$ cat src/rtl/alu_pkg.sv
// Shared definitions for the arbitrated ALU: opcodes, data width, result record.
// Also provides the single combinational ALU evaluation used by the datapath.
package alu_pkg;

  localparam int ALU_W = 8;

  typedef enum logic [2:0] {
    ALU_ADD = 3'd0,
    ALU_SUB = 3'd1,
    ALU_AND = 3'd2,
    ALU_OR  = 3'd3,
    ALU_XOR = 3'd4,
    ALU_NOT = 3'd5,
    ALU_SHL = 3'd6,
    ALU_SHR = 3'd7
  } alu_op_e;

  typedef struct packed {
    logic [ALU_W-1:0] out;
    logic             zero;
    logic             carry;
  } alu_res_t;

  // Carry only means something for add/sub; the 9th bit is masked for every other opcode.
  function automatic alu_res_t alu_eval(input logic [2:0]       op,
                                        input logic [ALU_W-1:0] a,
                                        input logic [ALU_W-1:0] b);
    logic [ALU_W:0] wide;
    logic           is_arith;
    alu_res_t       res;
    is_arith = 1'b0;
    case (op)
      ALU_ADD: begin
        wide     = {1'b0, a} + {1'b0, b};
        is_arith = 1'b1;
      end
      ALU_SUB: begin
        wide     = {1'b0, a} - {1'b0, b};
        is_arith = 1'b1;
      end
      ALU_AND: wide = {1'b0, a & b};
      ALU_OR:  wide = {1'b0, a | b};
      ALU_XOR: wide = {1'b0, a ^ b};
      ALU_NOT: wide = {1'b0, ~a};
      ALU_SHL: wide = {1'b0, a << 1};
      default: wide = {1'b0, a >> 1};
    endcase
    res.out   = wide[ALU_W-1:0];
    res.zero  = (wide[ALU_W-1:0] == '0);
    res.carry = is_arith & wide[ALU_W];
    return res;
  endfunction

endpackage

$ cat src/rtl/rr_arbiter.sv
// Round-robin picker: first requester at or after ptr, wrapping to index 0.
// Latency: combinational, zero cycles.
// Backpressure: grant is forced to zero while enable is low; idx/any still reflect req.
module rr_arbiter #(
  parameter int NREQ = 2,
  parameter int IDW  = (NREQ > 1) ? $clog2(NREQ) : 1
) (
  input  logic [NREQ-1:0] req,
  input  logic [IDW-1:0]  ptr,
  input  logic            enable,
  output logic [NREQ-1:0] grant,
  output logic [IDW-1:0]  idx,
  output logic            any
);

  logic           hit_hi;
  logic           hit_lo;
  logic [IDW-1:0] idx_hi;
  logic [IDW-1:0] idx_lo;

  // Scan high to low so the last hit written is the lowest index in each range.
  always_comb begin
    hit_hi = 1'b0;
    hit_lo = 1'b0;
    idx_hi = '0;
    idx_lo = '0;
    for (int i = NREQ - 1; i >= 0; i--) begin
      if (req[i]) begin
        hit_lo = 1'b1;
        idx_lo = IDW'(i);
        if (i >= int'(ptr)) begin
          hit_hi = 1'b1;
          idx_hi = IDW'(i);
        end
      end
    end
  end

  always_comb begin
    any   = hit_lo;
    idx   = hit_hi ? idx_hi : idx_lo;
    grant = '0;
    for (int i = 0; i < NREQ; i++) begin
      grant[i] = enable && hit_lo && (idx == IDW'(i));
    end
  end

endmodule

$ cat src/rtl/alu_arbiter.sv
// Shares one combinational 8-bit ALU between NREQ requesters, round-robin, one op per cycle.
// Latency: result registered one cycle after the request handshake.
// Backpressure: a held response (rsp_valid && !rsp_ready) blocks all req_ready and freezes rsp_*.
module alu_arbiter
  import alu_pkg::*;
#(
  parameter int NREQ = 2,
  parameter int IDW  = (NREQ > 1) ? $clog2(NREQ) : 1
) (
  input  logic                  clk,
  input  logic                  rst_n,
  input  logic [NREQ-1:0]       req_valid,
  output logic [NREQ-1:0]       req_ready,
  input  logic [3*NREQ-1:0]     req_op,
  input  logic [ALU_W*NREQ-1:0] req_a,
  input  logic [ALU_W*NREQ-1:0] req_b,
  output logic                  rsp_valid,
  input  logic                  rsp_ready,
  output logic [IDW-1:0]        rsp_id,
  output logic [ALU_W-1:0]      rsp_out,
  output logic                  rsp_zero,
  output logic                  rsp_carry
);

  logic             rsp_valid_q, rsp_valid_d;
  logic [IDW-1:0]   rsp_id_q, rsp_id_d;
  alu_res_t         rsp_res_q, rsp_res_d;
  logic [IDW-1:0]   ptr_q, ptr_d;

  logic             can_issue;
  logic             issue;
  logic [NREQ-1:0]  grant;
  logic [IDW-1:0]   win_idx;
  logic             win_any;
  logic [2:0]       sel_op;
  logic [ALU_W-1:0] sel_a;
  logic [ALU_W-1:0] sel_b;
  alu_res_t         alu_res;

  // rst_n in the enable keeps req_ready low for the whole reset window.
  assign can_issue = rst_n && (!rsp_valid_q || rsp_ready);
  assign issue     = can_issue && win_any;
  assign req_ready = grant;

  rr_arbiter #(
    .NREQ (NREQ),
    .IDW  (IDW)
  ) u_rr (
    .req    (req_valid),
    .ptr    (ptr_q),
    .enable (can_issue),
    .grant  (grant),
    .idx    (win_idx),
    .any    (win_any)
  );

  always_comb begin
    sel_op = '0;
    sel_a  = '0;
    sel_b  = '0;
    for (int i = 0; i < NREQ; i++) begin
      if (win_idx == IDW'(i)) begin
        sel_op = req_op[3*i +: 3];
        sel_a  = req_a[ALU_W*i +: ALU_W];
        sel_b  = req_b[ALU_W*i +: ALU_W];
      end
    end
  end

  assign alu_res = alu_eval(sel_op, sel_a, sel_b);

  // An issue in the same cycle as a drain simply overwrites the old result.
  always_comb begin
    rsp_valid_d = rsp_valid_q;
    rsp_id_d    = rsp_id_q;
    rsp_res_d   = rsp_res_q;
    ptr_d       = ptr_q;
    if (issue) begin
      rsp_valid_d = 1'b1;
      rsp_id_d    = win_idx;
      rsp_res_d   = alu_res;
      ptr_d       = (win_idx == IDW'(NREQ - 1)) ? '0 : win_idx + IDW'(1);
    end else if (rsp_ready) begin
      rsp_valid_d = 1'b0;
    end
  end

  always_ff @(posedge clk or negedge rst_n) begin
    if (!rst_n) begin
      rsp_valid_q <= 1'b0;
      rsp_id_q    <= '0;
      rsp_res_q   <= '0;
      ptr_q       <= '0;
    end else begin
      rsp_valid_q <= rsp_valid_d;
      rsp_id_q    <= rsp_id_d;
      rsp_res_q   <= rsp_res_d;
      ptr_q       <= ptr_d;
    end
  end

  assign rsp_valid = rsp_valid_q;
  assign rsp_id    = rsp_id_q;
  assign rsp_out   = rsp_res_q.out;
  assign rsp_zero  = rsp_res_q.zero;
  assign rsp_carry = rsp_res_q.carry;

  a_ready_onehot: assert property (@(posedge clk) disable iff (!rst_n) $onehot0(req_ready));

  a_stall_hold: assert property (@(posedge clk) disable iff (!rst_n)
    (rsp_valid_q && !rsp_ready) |=> (rsp_valid_q && $stable(rsp_res_q) && $stable(rsp_id_q)));

endmodule

$ cat config.mk
export PLATFORM = sky130hd
export DESIGN_NAME = alu_arbiter
export DESIGN_NICKNAME = d
export VERILOG_FILES = /design/src/rtl/alu_pkg.sv /design/src/rtl/rr_arbiter.sv /design/src/rtl/alu_arbiter.sv
export SDC_FILE = /design/constraint.sdc
export NUM_CORES = 1
export LEC_CHECK = 0
export CAP_MARGIN = 20
export CORE_MARGIN = 4
export CORE_UTILIZATION = 40
export DETAILED_ROUTE_END_ITERATION = 8
export GPL_ROUTABILITY_DRIVEN = 0
export GPL_TIMING_DRIVEN = 0
export PLACE_DENSITY = 0.67
export SLEW_MARGIN = 15
export SYNTH_ARGS = -nofsm -noshare
export SYNTH_HDL_FRONTEND = slang
export SYNTH_SLANG_ARGS = --single-unit
$ cat constraint.sdc
create_clock -name clk -period 7.4 [get_ports clk]
set_input_delay 1.11 -clock clk [delete_from_list [all_inputs] [get_ports clk]]
set_output_delay 1.11 -clock clk [all_outputs]
set_load 0.05 [all_outputs]
**Yosys cells after proc, flatten, opt, wreduce, memory -nomap -nowiden**

Cells that the tools add are included.

- Bits in registers: 13
- Bits of input ports: 43
- Output and inout bits: 14
- Word-level logic and storage cells: 48

- Add/sub/neg operators: 3
- $lt $le $gt $ge: 1
- Equal/unequal tests: 6
- Multiplexer cells: 16
- Bitwise gates (word level): 6
- Reduce and logical (&&, ||, !) cells: 10

Operator list:

| cell | count |
|---|---|
| case mux 9 bit (7 select lines) | 1 |
| 2-to-1 mux 8 bit | 2 |
| 2-to-1 mux 1 bit | 12 |
| adder 8 x 8 -> 9 bit | 1 |
| equality test 3 bit, second input constant | 3 |
| subtractor 8 x 8 -> 9 bit | 1 |
| AND 8 bit | 1 |
| zero test 8 bit | 1 |
| NOT 8 bit | 1 |
| bitwise OR 8 bit | 1 |
| XOR 8 bit | 1 |
| equality test 3 x 2 -> 1 bit, second input constant | 2 |
| logical AND 1 bit | 4 |
| equality test 3 x 1 -> 1 bit, second input constant | 1 |
| zero test 3 bit | 1 |
| 2-to-1 mux 3 bit | 1 |
| nonzero test 2 bit | 1 |
| OR reduction 2 bit | 1 |
| adder 1 bit, second input constant | 1 |
| AND 1 bit | 1 |
| >= comparator 1 bit, first input constant | 1 |
| zero test 1 bit | 1 |
| logical OR 1 bit | 1 |
| NOT 1 bit | 1 |

**Logic depth before layout (Yosys ltp)**

- Word-level depth: 9
- Gate-level depth with buffers: 16
- Mapped depth without buffers: 15

**Hierarchy**

From an unflattened synthesis, not the netlist that was laid out.

- Cell total of the unflattened synthesis: 241
- Area total of the unflattened synthesis: 1996.9 µm²

By module, submodules not included:

| module | instances | cells an instance | area an instance (µm²) | seq. area each (µm²) |
|---|---|---|---|---|
| alu_arbiter | 1 | 235 | 1963.1 | 325.3 |
| rr_arbiter | 1 | 6 | 33.8 | 0.0 |

**Worst setup path after synthesis**

No wires, ideal clock.

- Path kind: input to register
- Start point: input req_valid[1]
- End point: register rsp_res_q, in the netlist rsp_zero
- Arrival: 3.896 ns
- Required time: 7.308 ns
- Path slack: 3.412 ns
- Stages on the path: 14
- Buffers on the path: 1
- Cells stage by stage: buf_4 -> inv_2 -> nor2_8 -> mux2i_2 -> nor2_1 -> nor2_1 -> xnor2_1 -> fa_1 -> nand2b_1 -> a32o_1 -> a2111oi_2 -> and4bb_1 -> nand4b_1 -> o31ai_2

- Cells in the longest elaborated chain, start to end: 8
- Elaborated cells on any way between the ends: 27
- Classes of those cells: add/sub: 2; eq/ne: 6; mux: 12; bitwise: 4; reduce/logical: 3

Ends and longest elaborated chain:

| item | RTL line | text |
|---|---|---|
| start, declared | alu_arbiter.sv:12 | `input logic [NREQ-1:0] req_valid,` |
| 2-to-1 mux 1 bit * | rr_arbiter.sv:28 | `if (req[i]) begin` |
| 2-to-1 mux 1 bit | rr_arbiter.sv:31 | `if (i >= int'(ptr)) begin` |
| 2-to-1 mux 1 bit | rr_arbiter.sv:28 |  |
| 2-to-1 mux 1 bit | rr_arbiter.sv:41 | `idx = hit_hi ? idx_hi : idx_lo;` |
| 2-to-1 mux 8 bit / 2-to-1 mux 3 bit (equally long branches) | alu_arbiter.sv:62 | `if (win_idx == IDW'(i)) begin` |
| subtractor 8 x 8 -> 9 bit, or another cell as far along | alu_pkg.sv:38 | `wide = {1'b0, a} - {1'b0, b};` |
| case mux 9 bit (7 select lines) | alu_pkg.sv:32 | `case (op)` |
| zero test 8 bit | alu_pkg.sv:49 | `res.zero = (wide[ALU_W-1:0] == '0);` |
| end signal, assigned | alu_arbiter.sv:97 | `rsp_res_q <= rsp_res_d;` |
| end, declared | alu_arbiter.sv:27 | `alu_res_t rsp_res_q, rsp_res_d;` |

Mark *: on every way between the ends. The rest lies on a longest branch, timed or not.
A chain may end at the register's enable or synchronous reset.

**Worst setup path in the final report**

- Start point: input req_valid[0]
- End point: register rsp_res_q, in the netlist rsp_zero

- Cells in the longest elaborated chain, start to end: 6
- Elaborated cells on any way between the ends: 24
- Classes of those cells: add/sub: 2; eq/ne: 6; mux: 9; bitwise: 4; reduce/logical: 3

Ends and longest elaborated chain:

| item | RTL line |
|---|---|
| 2-to-1 mux 1 bit | rr_arbiter.sv:28 |
| 2-to-1 mux 1 bit | rr_arbiter.sv:41 |
| 2-to-1 mux 8 bit / 2-to-1 mux 3 bit (equally long branches) | alu_arbiter.sv:62 |
| subtractor 8 x 8 -> 9 bit, or another cell as far along | alu_pkg.sv:38 |
| case mux 9 bit (7 select lines) | alu_pkg.sv:32 |
| zero test 8 bit | alu_pkg.sv:49 |

Several ways; a longest one is shown, not always the timed one.

==> run_results.csv <==
group,metric,value,unit
synth,synth_xor_area_share,4.57,%
synth,synth-compound-area-share,26.2,%
synth,synth_flop_cell,"dfrtp_1",
sta,min_period,4.87,ns
worst_setup_path,max_stage_delay,0.54,ns
layout,final_layout_size_suffix_gt1_share,9.22,%
floorplan,die_height,83.8,um
synth,synth_enable_flop_cells,0,
grt,grt_pass1_vias,2427,
synth,yosysWarningCount,0,
synth,yosys.area.top_type,"dfrtp_1",
worst_setup_path,crit_family,"simple AND/OR/NAND/NOR gates",
floorplan,boundaryPins,57,
worst_setup_path,worstPathArrival,5.02,ns
layout,nNetsFinal,413,
power,p_leak,0.00131,uW
worst_setup_path,crit_type,"in2reg",
synth,yosys-top-cells-area,"dfrtp_1 14%, ha_1 11%, mux2i_1 7.4%",
cts,hold_buffers,0,
sta,tightest_slew,0.940,ns
worst_setup_path,cp-start-kind,"input pin",
worst_setup_path,crit_top_cell,"nor2_1",
cts,clkLatencyLatePin,0.24,ns
sta,finalSetupTns,0,ns
cts,post_cts_buffers,0,
sta,rsz0062_at_grt,"no",
placement,dp_slack,2.32,ns
power,total_power,544,uW
worst_hold_path,hp-start,"rsp_out[3]$_DFFE_PN0P_",
cts,cts_resized,0,
floorplan,core-area,5540,um^2
sta,clock_skew,0.00103,ns
layout,final_cells,419,
layout,layout_common_cells,"52 x clkdlybuf4s50_1, 24 x inv_1, 23 x nor2_1, 23 x nand2_1",
synth,synth_top_family_by_area,"compound AO/OA/AOI/OAI gates",
sta,fin_ws,2.53,ns
grt,grt_usage,20.3,%
grt,grt_pass1_wl,11700,um
cts,cts_tree,"built",
synth,synth-simple-area-share,23.4,%
outcome,status,"finished, final reports clean",
grt,grt_overflow_total,0,
synth,synthAdderAreaFrac,12.3,%
synth,postSynthCellCount,291,
grt,antenna_found_initial,0,
drt,drt_iter0_drc,216,
power,worst_ir_drop_vdd,0.000137,V
cts,numCtsBuffers,3,
floorplan,num_rows,27,
drt,vias,2489,
layout,fillers,550,
floorplan,dieArea,7020,um^2
worst_setup_path,end_kind,"flip-flop",
synth,yosys-mux-area-fraction,11.7,%
cts,clk_pin_slew,0.05,ns
run,maxCapViolations,0,
synth,synth_fp_nets,356,
drt,firstDrtPassIters,5,
cts,htree_levels,1,
sta,slew_viol_final,0,
synth,synth.distinct_cells,68,
placement,dp_hpwl,5860,um
placement,dp.cells,415,
sta,fin_crit_sh,65.8,%
worst_setup_path,slowest_stage,"mux2i_2",
synth,synth-seq-cells,13,
layout,area_growth,28.5,%
worst_setup_path,cp.required,7.55,ns
worst_setup_path,cp-startpoint,"req_valid[0]",
sta,setup_viol,0,
cts,cts_sinks,13,
drt,vias_per_cell,5.94,
floorplan,start_util,41.5,%
placement,placed_cell_area,2910,um^2
drt,routed_wl,7190,um
worst_setup_path,path_max_fanout,9,
drt,drc,0,
sta,hold_violations,0,
placement,port_buffers,52,
cts,clk_path_buf_depth,2,
worst_setup_path,cp_num_buf_inv,1,
sta,relSlewSlack,36.8,%
power,powerDensity,184,nW/um^2
synth,async_reset_ff_share,100,%
synth,synth_top_area_share,14.2,%
floorplan,dieWidth,83.8,um
worst_setup_path,rr_startpoint,"ptr_q$_DFFE_PN0P_",
synth,yosysSeqAreaShare,14.2,%
worst_setup_path,worstPathCellList,"clkdlybuf4s50_1, and2b_4, nor2_8, mux2i_2, nor2_1, nor2_1, xnor2_1, fa_1, nand2b_1, a32o_1, a2111oi_2, and4bb_1, nand4b_1, o31ai_2",
layout,postLayoutCellArea,2950,um^2
layout,layout_commonest_cell,"clkdlybuf4s50_1",
grt,grt_max_degree,16,
drt,wl_per_cell,17.2,um
drt,drtAntennaViolNets,0,
synth,syn_area_per_cell,7.90,um^2
worst_hold_path,hold_path_class,"reg2reg",
sta,fmax,205,MHz
cts,root_buffer,"clkbuf_8",
synth,syn_area,2300,um^2
layout,num_antenna_cells,0,
-- sequential cells by signal, indices dropped and copies added (netlist names) --
| name | flops |
|---|---|
| rsp_out | 8 |
| ptr_q | 1 |
| rsp_carry | 1 |
| rsp_id | 1 |
| rsp_valid | 1 |
| rsp_zero | 1 |
-- worst register-to-register path, stage by stage, from the launching register on --
cell	delay [ns]
dfrtp_1	0.39
nand2b_2	0.26
nand2_4	0.19
mux2i_2	0.54
nor2_1	0.27
nor2_1	0.20
xnor2_1	0.12
fa_1	0.45
nand2b_1	0.20
a32o_1	0.28
a2111oi_2	0.39
and4bb_1	0.26
nand4b_1	0.13
o31ai_2	0.18
-- cells in the mapped netlist (all sizes together), types with 3 or more instances --
library cell  instances
inv                  25
nand2                24
nor2                 24
a21oi                22
ha                   21
mux2i                20
dfrtp                13
nor3                 12
xnor2                12
buf                  10
nand2b               10
o21ai                 9
a31oi                 6
nand3                 5
a21o                  4
and3                  4
mux2                  4
nor2b                 4
o31ai                 4
a2111oi               3
a221oi                3
a32o                  3
nand4                 3
nand4b                3
o211ai                3
-- area by class of cell --
cell class | instances | area (um^2) | area share [%]
Multi-Input combinational cell | 241 | 1800 | 60.9
Timing Repair Buffer | 52 | 520 | 17.6
Sequential cell | 13 | 325 | 11.0
Inverter | 25 | 93.8 | 3.18
Tap cell | 72 | 90.1 | 3.05
Buffer | 12 | 81.3 | 2.75
Clock buffer | 4 | 45.0 | 1.52
-- power breakdown --
part / internal, uW / leakage [uW] / total (uW) / switching (uW)
Sequential: 90.2 / 0.000162 / 100 / 10.3
Clock: 37.9 / 0.0000228 / 60.9 / 23.1
Combinational: 155 / 0.00112 / 382 / 227
Total: 283 / 0.00131 / 544 / 260
-- per-layer routing --
metal,vias to the layer above,part of all wire (%),track usage (%)
met4,0,2.6,7.02
met3,20,9.3,2.67
met5,-,0,0
met2,152,45,34.9
li1,1190,-,-
met1,1127,43,25.9
-- logic make-up after synthesis --
group,Yosys count
xor+xnor,12
simple gates,100
fa+ha+maj,22
flops,13
mux,24
compound gates,83
buf+inv,37
-- worst paths after layout --
check | slack (ns) | cells after the start | end
hold reg to reg | 0.48 | 2 | rsp_out[3]$_DFFE_PN0P_
max in group asynchronous | 5.76 | 1 | rsp_carry$_DFFE_PN0P_
hold / removal | 0.48 | 2 | rsp_out[3]$_DFFE_PN0P_
min in group asynchronous | 1.25 | 1 | rsp_out[0]$_DFFE_PN0P_
setup / recovery | 2.53 | 14 | rsp_zero$_DFFE_PN0P_
setup reg to reg | 3.46 | 13 | rsp_zero$_DFFE_PN0P_
-- metrics by stage --
| step | hold WS (ns) | util (%) |
|---|---|---|
| after global placement | 0.463 | 52.5 |
| after detailed placement | 0.470 | 52.5 |
| after global routing | 0.505 | 53.3 |
| final | 0.477 | 53.3 |
| after floorplan | 0.455 | - |
| after CTS | 0.482 | 53.3 |
Note: power is estimated with default switching activity, not from simulation.
